## src/rtl/cache_control_pkg.sv

```systemverilog
// rtl/cache_control_pkg.sv - shared way-mux and data-mux select encodings
package waymux;
  typedef enum logic {
    way0 = 1'b0,
    way1 = 1'b1
  } waymux_sel_t;
endpackage

package datamux;
  typedef enum logic {
    cache = 1'b0,
    cpu   = 1'b1
  } datamux_sel_t;
endpackage

```

## src/rtl/cache_control_stat_counter.sv

```systemverilog
// rtl/cache_control_stat_counter.sv - 32-bit wrapping event counter with synchronous clear
module stat_counter (
  input  logic        clk,
  input  logic        clr,
  input  logic        inc,
  output logic [31:0] count
);

  // Clear wins over increment; natural overflow gives the wrap to zero.
  always_ff @(posedge clk) begin
    if (clr) begin
      count <= '0;
    end else if (inc) begin
      count <= count + 32'd1;
    end
  end

endmodule

```

## src/rtl/cache_control.sv

```systemverilog
// rtl/cache_control.sv - two-way cache controller FSM with hit/miss/writeback statistics
module cache_control
  import waymux::*;
  import datamux::*;
(
  input  logic         clk,
  input  logic         rst,
  input  logic         mem_read,
  input  logic         mem_write,
  output logic         mem_resp,
  input  logic         hit0,
  input  logic         hit1,
  input  logic         dirty0,
  input  logic         dirty1,
  input  logic         valid0,
  input  logic         valid1,
  input  logic         lru,
  output logic         pmem_read,
  output logic         pmem_write,
  input  logic         pmem_resp,
  output waymux_sel_t  way_sel,
  output logic         data_ld,
  output datamux_sel_t data_src,
  output logic         tag_ld,
  output logic         valid_ld,
  output logic         dirty_ld,
  output logic         lru_ld,
  output logic         dirty_in,
  output logic         lru_in,
  output logic         addr_sel,
  output logic [31:0]  hit_count,
  output logic [31:0]  miss_count,
  output logic [31:0]  wb_count
);

  typedef enum logic [1:0] {
    IDLE,
    WRITEBACK,
    FETCH
  } state_t;

  state_t      state;
  state_t      state_next;
  state_t      dec_state;
  waymux_sel_t victim;

  logic req;
  logic any_hit;
  logic victim_wb;
  logic hit_inc;
  logic miss_inc;
  logic wb_inc;

  assign req       = mem_read | mem_write;
  assign any_hit   = hit0 | hit1;
  // The way about to be evicted is the current lru way; only a valid dirty line needs writing back.
  assign victim_wb = lru ? (valid1 & dirty1) : (valid0 & dirty0);
  // During reset the outputs decode as IDLE so no memory request or array load escapes.
  assign dec_state = rst ? IDLE : state;

  // State register and victim capture on miss entry.
  always_ff @(posedge clk) begin
    if (rst) begin
      state  <= IDLE;
      victim <= way0;
    end else begin
      state <= state_next;
      if (miss_inc) begin
        victim <= waymux_sel_t'(lru);
      end
    end
  end

  // Next-state selection.
  always_comb begin
    state_next = state;
    unique case (state)
      IDLE: begin
        if (req && !any_hit) begin
          state_next = victim_wb ? WRITEBACK : FETCH;
        end
      end
      WRITEBACK: begin
        if (pmem_resp) begin
          state_next = FETCH;
        end
      end
      FETCH: begin
        if (pmem_resp) begin
          state_next = IDLE;
        end
      end
      default: state_next = IDLE;
    endcase
  end

  // Output decode; everything idles at zero with way0 and CPU data selected.
  always_comb begin
    mem_resp   = 1'b0;
    pmem_read  = 1'b0;
    pmem_write = 1'b0;
    way_sel    = way0;
    data_ld    = 1'b0;
    data_src   = cpu;
    tag_ld     = 1'b0;
    valid_ld   = 1'b0;
    dirty_ld   = 1'b0;
    lru_ld     = 1'b0;
    dirty_in   = 1'b0;
    lru_in     = 1'b0;
    addr_sel   = 1'b0;
    hit_inc    = 1'b0;
    miss_inc   = 1'b0;
    wb_inc     = 1'b0;
    unique case (dec_state)
      IDLE: begin
        if (req) begin
          if (any_hit) begin
            // way0 wins when both ways claim a hit; lru points at the other way.
            mem_resp = 1'b1;
            way_sel  = hit0 ? way0 : way1;
            lru_ld   = 1'b1;
            lru_in   = hit0;
            hit_inc  = 1'b1;
            if (mem_write) begin
              data_ld  = 1'b1;
              data_src = cpu;
              dirty_ld = 1'b1;
              dirty_in = 1'b1;
            end
          end else begin
            miss_inc = 1'b1;
          end
        end
      end
      WRITEBACK: begin
        pmem_write = 1'b1;
        addr_sel   = 1'b1;
        way_sel    = victim;
        wb_inc     = pmem_resp;
      end
      FETCH: begin
        pmem_read = 1'b1;
        way_sel   = victim;
        if (pmem_resp) begin
          data_ld  = 1'b1;
          data_src = cache;
          tag_ld   = 1'b1;
          valid_ld = 1'b1;
          dirty_ld = 1'b1;
          dirty_in = 1'b0;
        end
      end
      default: ;
    endcase
  end

  stat_counter u_hit_ctr (
    .clk   (clk),
    .clr   (rst),
    .inc   (hit_inc),
    .count (hit_count)
  );

  stat_counter u_miss_ctr (
    .clk   (clk),
    .clr   (rst),
    .inc   (miss_inc),
    .count (miss_count)
  );

  stat_counter u_wb_ctr (
    .clk   (clk),
    .clr   (rst),
    .inc   (wb_inc),
    .count (wb_count)
  );

endmodule

```

## config.mk

```make
export PLATFORM = sky130hd
export DESIGN_NAME = cache_control
export DESIGN_NICKNAME = d
export VERILOG_FILES = /design/src/rtl/cache_control_pkg.sv /design/src/rtl/cache_control_stat_counter.sv /design/src/rtl/cache_control.sv
export SDC_FILE = /design/constraint.sdc
export NUM_CORES = 1
export LEC_CHECK = 0
export ABC_AREA = 1
export CAP_MARGIN = 20
export CORE_ASPECT_RATIO = 1.1
export CORE_MARGIN = 2
export CORE_UTILIZATION = 52
export CTS_CLUSTER_DIAMETER = 150
export DETAILED_ROUTE_END_ITERATION = 16
export PLACE_DENSITY = 0.81
export REMOVE_ABC_BUFFERS = 1
export SYNTH_ARGS = -nofsm -noshare
export SYNTH_HDL_FRONTEND = slang
export SYNTH_HIERARCHICAL = 1
export SYNTH_SLANG_ARGS = --single-unit
```

## constraint.sdc

```tcl
create_clock -name clk -period 2.65 [get_ports clk]
set_input_delay 0.265 -clock clk [delete_from_list [all_inputs] [get_ports clk]]
set_output_delay 0.265 -clock clk [all_outputs]
set_load 0.005 [all_outputs]
```

* Word-level counts from Yosys, hierarchy flattened
Index checks and enable logic that the tools add are counted.
Word-level totals: flip-flop bits (word level) 99, input bits 12, logic and storage cells 57
Cells by class: add/sub/neg operators 3, equal/unequal tests 7, multiplexer cells 32, bitwise gates (word level) 4, reduce and logical (&&, ||, !) cells 6
Operators with widths (number):
- 32-bit by 1-bit adder with 32-bit output (second input constant) | 3
- 1-bit two-way mux | 24
- 2-bit two-way mux | 5
- 2-bit != test (second input constant) | 3
- 2-bit one-hot mux with 3 select lines | 1
- 2-bit by 1-bit == test with 1-bit output (second input constant) | 2
- 2-bit == test (second input constant) | 2
- 2-bit zero test | 2
- 1-bit one-hot mux with 2 select lines | 2
- 3-bit AND reduction | 1
- 1-bit bitwise AND | 2
- 1-bit bitwise OR | 2
- 2-bit OR reduction | 1
- 1-bit logical AND | 1
- 1-bit zero test | 1

* Depth between registers and ports, before layout
Gate-level depths: netlist (run 1).
depth in word-level cells 5, depth in mapped cells 15, mapped depth without buffers 14

* Modules after synthesis
The synthesis (run 1) kept the hierarchy.
By module, submodules not included:
- stat_counter at u_hit_ctr ... | instances 2, cells each 263, area each 1793.0 µm², sequential area each 640.6 µm²
- stat_counter at u_wb_ctr | instances 1, cells each 270, area each 1749.2 µm², sequential area each 640.6 µm²
- cache_control | instances 1, cells each 70, area each 396.6 µm², sequential area each 60.1 µm²

* Worst setup path after synthesis (run 1)
OpenSTA, ideal clock, no wires.
path type reg-to-reg, start register state[0], end register u_hit_ctr.count[24], arrival 1.912 ns, required time 2.535 ns, slack 0.623 ns, cell stages (with the launch flop) 15, clock period less this slack 2.027 ns, path through dfxtp_1 -> inv_1 -> nor2_1 -> inv_1 -> ha_1 -> inv_2 -> nor3_1 -> buf_6 -> nand2_2 -> nor2_4 -> nand3_4 -> nor2_2 -> nand3_1 -> nand2_1 -> nor2_1
On the way: word-level cells in the longest chain between the ends 3
Ends and longest elaborated chain:
- start: declaration | RTL line cache_control.sv:42 | state_t state;
- start signal: assignment | RTL line cache_control.sv:67 | state <= state_next;
- 2-bit two-way mux | RTL line cache_control.sv:59 | assign dec_state = rst ? IDLE : state;
- 2-bit zero test
- 1-bit two-way mux
- net lru_ld | RTL line cache_control.sv:27 | output logic lru_ld,
- end signal: assignment | RTL line cache_control_stat_counter.sv:14 | count <= count + 32'd1;
- end: declaration | RTL line cache_control_stat_counter.sv:6 | output logic [31:0] count
The timed path passes the listed nets, and every way through them passes these cells. A chain may end at the register's enable or synchronous reset.

* Final worst setup path (run 1)
start input port rst, end output port way_sel
On the way: word-level cells in the longest chain between the ends 4
Ends and longest elaborated chain:
- start: declaration | RTL line cache_control.sv:7 | input logic rst,
- 2-bit two-way mux * | RTL line cache_control.sv:59
- 2-bit == test or 2-bit by 1-bit == test with 1-bit output (tied branches) | RTL line cache_control.sv:115 | unique case (dec_state)
- 2-bit OR reduction (no source line)
- 1-bit one-hot mux with 2 select lines * | RTL line cache_control.sv:115
- end: declaration | RTL line cache_control.sv:21 | output waymux_sel_t way_sel,
Every way passes the cells marked *; elsewhere a longest branch is shown, timed or not.

==> impl_metrics.env, run 1 <==
export IMPL_cp_required_ps=2380
export IMPL_fin_worst_skew_ps=6.59
export IMPL_ant_nets=0
export IMPL_cts_tree="built"
export IMPL_grt_most_used_layer="met2"
export IMPL_hp_start="u_wb_ctr/count[14]"
export IMPL_finalHoldViolations=0
export IMPL_hold_path_class="register to register"
export IMPL_crit_family="buffers and inverters"
export IMPL_gp_congestion=0.906
export IMPL_synth_top_flop_cell="dfxtp_1"
export IMPL_relSlewSlack_pct=51.9
export IMPL_yosys_warnings=6
export IMPL_timing_hold_ws_ps=512
export IMPL_slew_violations=0
export IMPL_rr_worst_depth=14
export IMPL_power_density_mw_per_mm2=402
export IMPL_track_usage_pct=23.1
export IMPL_critical_path_class="primary input to primary output"
export IMPL_grt_met2_usage_pct=39.3
export IMPL_min_period_ps=2490
export IMPL_crit_top_cell="clkdlybuf4s50_1"
export IMPL_synthArstFlopShare_pct=0
export IMPL_wl_per_cell_um=12.1
export IMPL_syn_area_mm2=0.00573
export IMPL_cts_made_buffers=9
export IMPL_cp_max_fo=4
export IMPL_grt_overflow=0
export IMPL_portBuffers=120
export IMPL_yosysSeqAreaShare_pct=34.6
export IMPL_reg2reg_slack_ps=490
export IMPL_dieHeight_um=114
export IMPL_cts_root_buf="clkbuf_16"
export IMPL_cts_clk_slew_worst_paths_ps=70
export IMPL_top_level_ports=121
export IMPL_first_pass_iters=4
export IMPL_p_leak_nw=2.90
export IMPL_hpwl_um=10200
export IMPL_cp_endpoint="way_sel"
export IMPL_cts_setup_buffers=0
export IMPL_via_count=5674
export IMPL_finalCritPeriodShare_pct=94.0
export IMPL_syn_area_per_cell_um2=6.62
export IMPL_clk_latency_ps=340
export IMPL_status="complete, no violations"
export IMPL_drive_above_1_share_pct=11.5
export IMPL_final_setup_viol_count=0
export IMPL_die_w_um=104
export IMPL_cp_depth=7
export IMPL_reg2reg_from="state[0]"
export IMPL_via_per_inst=4.99
export IMPL_ys_ff_latch=99
export IMPL_grt_util_met3_pct=5.41
export IMPL_crit_chain="clkdlybuf4s50_1 -> nor2_1 -> buf_4 -> ha_1 -> or2_0 -> a21oi_1 -> clkdlybuf4s50_1"
export IMPL_diodes=0
export IMPL_synth_edf_count=0
export IMPL_rows=40
export IMPL_worst_pin_slew_ps=721
export IMPL_antenna_found_initial=0
export IMPL_grt_max_degree=31
export IMPL_syn_inst=866
export IMPL_grt_pass1_vias=5061
export IMPL_synth_top_area_share_pct=34.6
export IMPL_grt_pass1_wl_um=22700
export IMPL_core_area_mm2=0.0108
export IMPL_critPathBufInv=3
export IMPL_setup_tns_ps=0
export IMPL_drtIter0Drc=256
export IMPL_cap_violations=0
export IMPL_syn_to_final_growth_pct=27.9
export IMPL_synth_area_top_cells="dfxtp_1, nand2_1, nor2_1, inv_1, nand3_1"
export IMPL_synth_most_common_cell="nand2_1"
export IMPL_cts_resized=0
export IMPL_layout_nets=1007
export IMPL_htreeDepth=3
export IMPL_synth_common_cells="nand2_1, nor2_1, inv_1, dfxtp_1, nand3_1"
export IMPL_cp_startpoint="rst"
export IMPL_cp_start_kind="primary input"
export IMPL_ctsHoldBuffers=0
export IMPL_cpMaxStageDelayCell="clkdlybuf4s50_1"
export IMPL_wl_um=13800
export IMPL_synth_cell_types=34
export IMPL_clock_fmax_mhz=401
export IMPL_start_util_pct=53.0
export IMPL_r2r_end="u_wb_ctr/count[30]"
export IMPL_die_area_mm2=0.0119
export IMPL_rsz0062_at_grt="no"
export IMPL_crit_path_end_kind="primary output"
export IMPL_drcViolationCount=0
export IMPL_slowest_delay_ps=560
export IMPL_peakVddDrop_mv=0.269
export IMPL_yosys_area_top_type="dfxtp_1"
export IMPL_cts_sinks=99
export IMPL_grt_util_met1_pct=28.5
export IMPL_worstPathArrival_ps=2230
export IMPL_cts_buffer_depth=2
cells by family (layout without fill, tap and decap cells):
logic type | after synthesis | in the layout | share of synthesized area [%]
buf+inv | 132 | 257 | 9.50
fa+ha+maj | 7 | 7 | 1.53
compound gates | 89 | 89 | 8.16
flops | 99 | 99 | 34.6
simple gates | 531 | 531 | 45.0
xor+xnor | 8 | 8 | 1.22
power by group:
part	total (mW)	switching, mW	internal (mW)
clock	1.22	0.566	0.652
sequential	1.52	0.0162	1.50
combinational	0.211	0.113	0.0984
total	2.95	0.695	2.25
layout by cell type (no fill, tap or decap), types with 7 or more instances in the layout:
cell / n
nand2_1: 197
nand3_1: 67
buf_4: 7
clkdlybuf4s50_1: 120
clkbuf_16: 9
nor2_2: 27
dfxtp_1: 99
nand2_2: 25
inv_1: 109
nand4_1: 22
ha_1: 7
nor2_4: 22
o21ai_0: 25
xnor2_1: 7
nor2_1: 145
a21oi_1: 54
nor3_1: 8
layer usage:
metal  wire [µm]  vias to the layer above  part of all wire [%]
met5           0                        -                     0
met4         276                        0                   2.0
met3         898                       26                   6.5
met2        6360                      156                    46
met1        6270                     2516                    45
li1            -                     2976                     -
per-stage QoR:
stage / area [µm²] / setup slack (ps) / util, % / cells / total power [mW]
after floorplan: 5630 / 159 / - / 850 / 1.65
after global placement: 7070 / 172 / 65.4 / 1124 / 1.76
after detailed placement: 7070 / 102 / 65.4 / 1124 / 1.76
after CTS: 7330 / 138 / 67.8 / 1138 / 2.97
after global routing: 7330 / 62.7 / 67.8 / 1138 / 3.05
final: 7330 / 158 / 67.8 / 1138 / 2.95
state kept, by name, summed over array words and instances (netlist names):
register          count
u_miss_ctr/count     32
u_wb_ctr/count       32
u_hit_ctr/count      32
state                 2
victim                1
worst min-delay path by stage:
stage | endpoint | cells after the start
after floorplan | u_hit_ctr/count[26] | 1
after global placement | u_miss_ctr/count[10] | 1
after global routing | u_hit_ctr/count[5] | 1
final | u_wb_ctr/count[14] | 1
after detailed placement | u_wb_ctr/count[14] | 1
after CTS | u_wb_ctr/count[14] | 1
cell type report:
class / count / area, µm²
fillers: 951 / 3480
clock inverters: 4 / 28.8
clock buffers: 10 / 239
well taps: 147 / 184
flip-flops and latches: 99 / 1980
repair buffers: 127 / 1250
multi-input cells: 635 / 3210
inverters: 116 / 440
worst register-to-register path, cell delays in order, from the launching register on:
cell and delay [ps]:
dfxtp_1 410, inv_1 60, nor2_1 140, buf_4 160, ha_1 180, nand2_1 90
inv_1 240, nand2_1 90, nor2_1 170, nand3_2 130, nor2_4 180, nand2_1 70
nand2_1 60, inv_1 40, nor2_1 80
Power figures use the tool's default switching activity.
==> inputs of run 2 (changes only) <==
- CORE_UTILIZATION: 52 -> 25
- DONT_BUFFER_PORTS: default -> 1
- PLACE_DENSITY: 0.81 -> default
==> run 2 against run 1 <==
Effect of this change: clock-buffer cell count fell by 1; global-route usage is 10 points lower; sequential cell count unchanged; clock skew increased by 3.4 ps; wire length is 13% higher; power rose by 3.4%; combinational power shrank 29%; maximum frequency is 9.0% higher; first-iteration DRC count increased by 2.0%; setup slack better by 200 ps; critical path depth is 5 higher; highest routed layer unchanged.
==> impl_metrics.env, run 2 (synthesized netlist as in run 1, its figures left out) <==
export IMPL_finalHoldViolations=0
export IMPL_final_area_mm2=0.00635
export IMPL_fin_worst_skew_ps=9.94
export IMPL_placed_cell_area_mm2=0.00602
export IMPL_p_leak_nw=2.49
export IMPL_cp_depth=12
export IMPL_grt_pass1_vias=4714
export IMPL_peakVddDrop_mv=0.264
export IMPL_slowest_delay_ps=380
export IMPL_fillers=2537
export IMPL_dieHeight_um=163
export IMPL_reg2reg_from="state[0]"
export IMPL_cts_root_buf="clkbuf_16"
export IMPL_cp_start_kind="register"
export IMPL_track_usage_pct=13.0
export IMPL_p_sw_share_pct=24.6
export IMPL_final_common_cell="nand2_1"
export IMPL_status="complete, no violations"
export IMPL_cts_sinks=99
export IMPL_top_layer="met4"
export IMPL_layout_nets=883
export IMPL_final_cell_mix="nand2_1, nor2_1, inv_1, dfxtp_1, nand3_1"
export IMPL_cts_tree="built"
export IMPL_wl_per_cell_um=13.4
export IMPL_wl_met1_um=7110
export IMPL_rows=58
export IMPL_via_count=5238
export IMPL_wl_um=15600
export IMPL_clock_fmax_mhz=437
export IMPL_die_w_um=148
export IMPL_cap_violations=0
export IMPL_crit_chain="inv_1 -> nor2_1 -> ha_1 -> nand2_1 -> inv_1 -> nand2_4 -> nor2_8 -> nand3_4 -> nor2_4 -> nand3_1 -> nand2_1 -> nor2_1"
export IMPL_wl_met2_um=7510
export IMPL_cp_endpoint="u_wb_ctr/count[24]"
export IMPL_syn_to_final_growth_pct=10.8
export IMPL_gp_congestion=0.801
export IMPL_crit_family="simple AND/OR/NAND/NOR gates"
export IMPL_min_period_ps=2290
export IMPL_grt_max_degree=25
export IMPL_hpwl_um=11800
export IMPL_cts_buffer_depth=2
export IMPL_grt_pass1_wl_um=25000
export IMPL_finalPower_mw=3.04
export IMPL_hold_path_class="primary input to register"
export IMPL_drtIter0Drc=261
export IMPL_htreeDepth=3
export IMPL_power_density_mw_per_mm2=479
export IMPL_worst_pin_slew_ps=759
export IMPL_via_per_inst=4.48
export IMPL_cp_startpoint="state[0]"
export IMPL_clk_latency_ps=350
export IMPL_internal_power_mw=2.29
export IMPL_top_level_ports=121
export IMPL_portBuffers=0
export IMPL_cts_setup_buffers=0
export IMPL_antenna_found_initial=0
export IMPL_finalCritPeriodShare_pct=86.3
export IMPL_first_pass_iters=6
export IMPL_final_setup_viol_count=0
export IMPL_critical_path_class="register to register"
export IMPL_start_util_pct=25.2
export IMPL_power_frac_clock_pct=45.3
export IMPL_cts_clk_slew_worst_paths_ps=70
export IMPL_largestRegisters="u_hit_ctr/count x32, u_miss_ctr/count x32, u_wb_ctr/count x32"
export IMPL_ant_nets=0
export IMPL_slew_violations=0
export IMPL_grt_overflow=0
export IMPL_core_area_mm2=0.0227
export IMPL_cp_max_fo=10
export IMPL_cpMaxStageDelayCell="dfxtp_1"
export IMPL_drive_above_1_share_pct=13.0
export IMPL_rr_worst_depth=12
export IMPL_pwr_share_seq_pct=49.8
export IMPL_critPathBufInv=2
export IMPL_p_sw_mw=0.750
export IMPL_reg2reg_slack_ps=360
export IMPL_cp_required_ps=2880
export IMPL_setup_tns_ps=0
export IMPL_die_area_mm2=0.0242
export IMPL_worstPathArrival_ps=2520
export IMPL_comb_power_share_pct=4.9
export IMPL_met3_length_um=776
export IMPL_rsz0062_at_grt="no"
export IMPL_crit_path_end_kind="register"
export IMPL_drcViolationCount=0
export IMPL_r2r_end="u_wb_ctr/count[24]"
export IMPL_cts_made_buffers=9
export IMPL_diodes=0
export IMPL_relSlewSlack_pct=49.4
==> run 2: cell types whose count changed in the layout (fill, tap and decap cells not counted), sizes merged <==
cell	delta
clkdlybuf4s50	-120
clkinv	-1
buf	-4
bufinv	+1
clkbuf	-1
inv	+3
==> run 2: stage by stage <==
step / util, % / hold WS (ps) / setup slack [ps] / cells
floorplan: - / 337 / 159 / 850
finish: 28.0 / 75.5 / 363 / 1169
global placement: 26.5 / 346 / 391 / 1152
global route: 28.0 / 56.7 / 44.3 / 1169
CTS: 28.0 / 49.4 / 298 / 1169
detailed placement: 26.5 / 346 / 329 / 1152
==> run 2: cell type report <==
cell class	count	area (µm²)	share of cell area (%)
sequential	99	1980	31.2
timing repair buffer	3	35.0	0.552
clock inverter	7	82.6	1.30
clock buffer	9	225	3.55
inverter	116	440	6.93
multi-input combinational	635	3210	50.6
tap	300	375	5.91
==> run 2: timing repair <==
action	in CTS	in global routing
hold endpoints to repair	21	0
gates resized for setup	0	0
hold buffers	1	0
==> run 2: power groups by stage <==
stage / sequential [mW] / clock, mW / combinational [mW]
floorplan: 1.55 / 0 / 0.105
global placement: 1.55 / 0 / 0.139
detailed placement: 1.55 / 0 / 0.141
CTS: 1.52 / 1.45 / 0.153
global route: 1.52 / 1.50 / 0.171
finish: 1.52 / 1.38 / 0.150
==> run 2: layer usage <==
layer,up-vias,global-route usage (%)
li1,2748,-
met1,2370,16.2
met2,110,22.1
met3,10,3.17
met4,0,3.64
met5,-,0
==> run 2: worst min path at each step <==
| stage | start | endpoint | cells past startpoint |
|---|---|---|---|
| after detailed placement | rst | u_miss_ctr/count[26] | 1 |
| final | rst | u_miss_ctr/count[4] | 2 |
| after global routing | rst | u_miss_ctr/count[3] | 2 |
| after global placement | rst | u_miss_ctr/count[9] | 1 |
| after floorplan | rst | u_hit_ctr/count[26] | 1 |
| after CTS | rst | u_miss_ctr/count[4] | 2 |
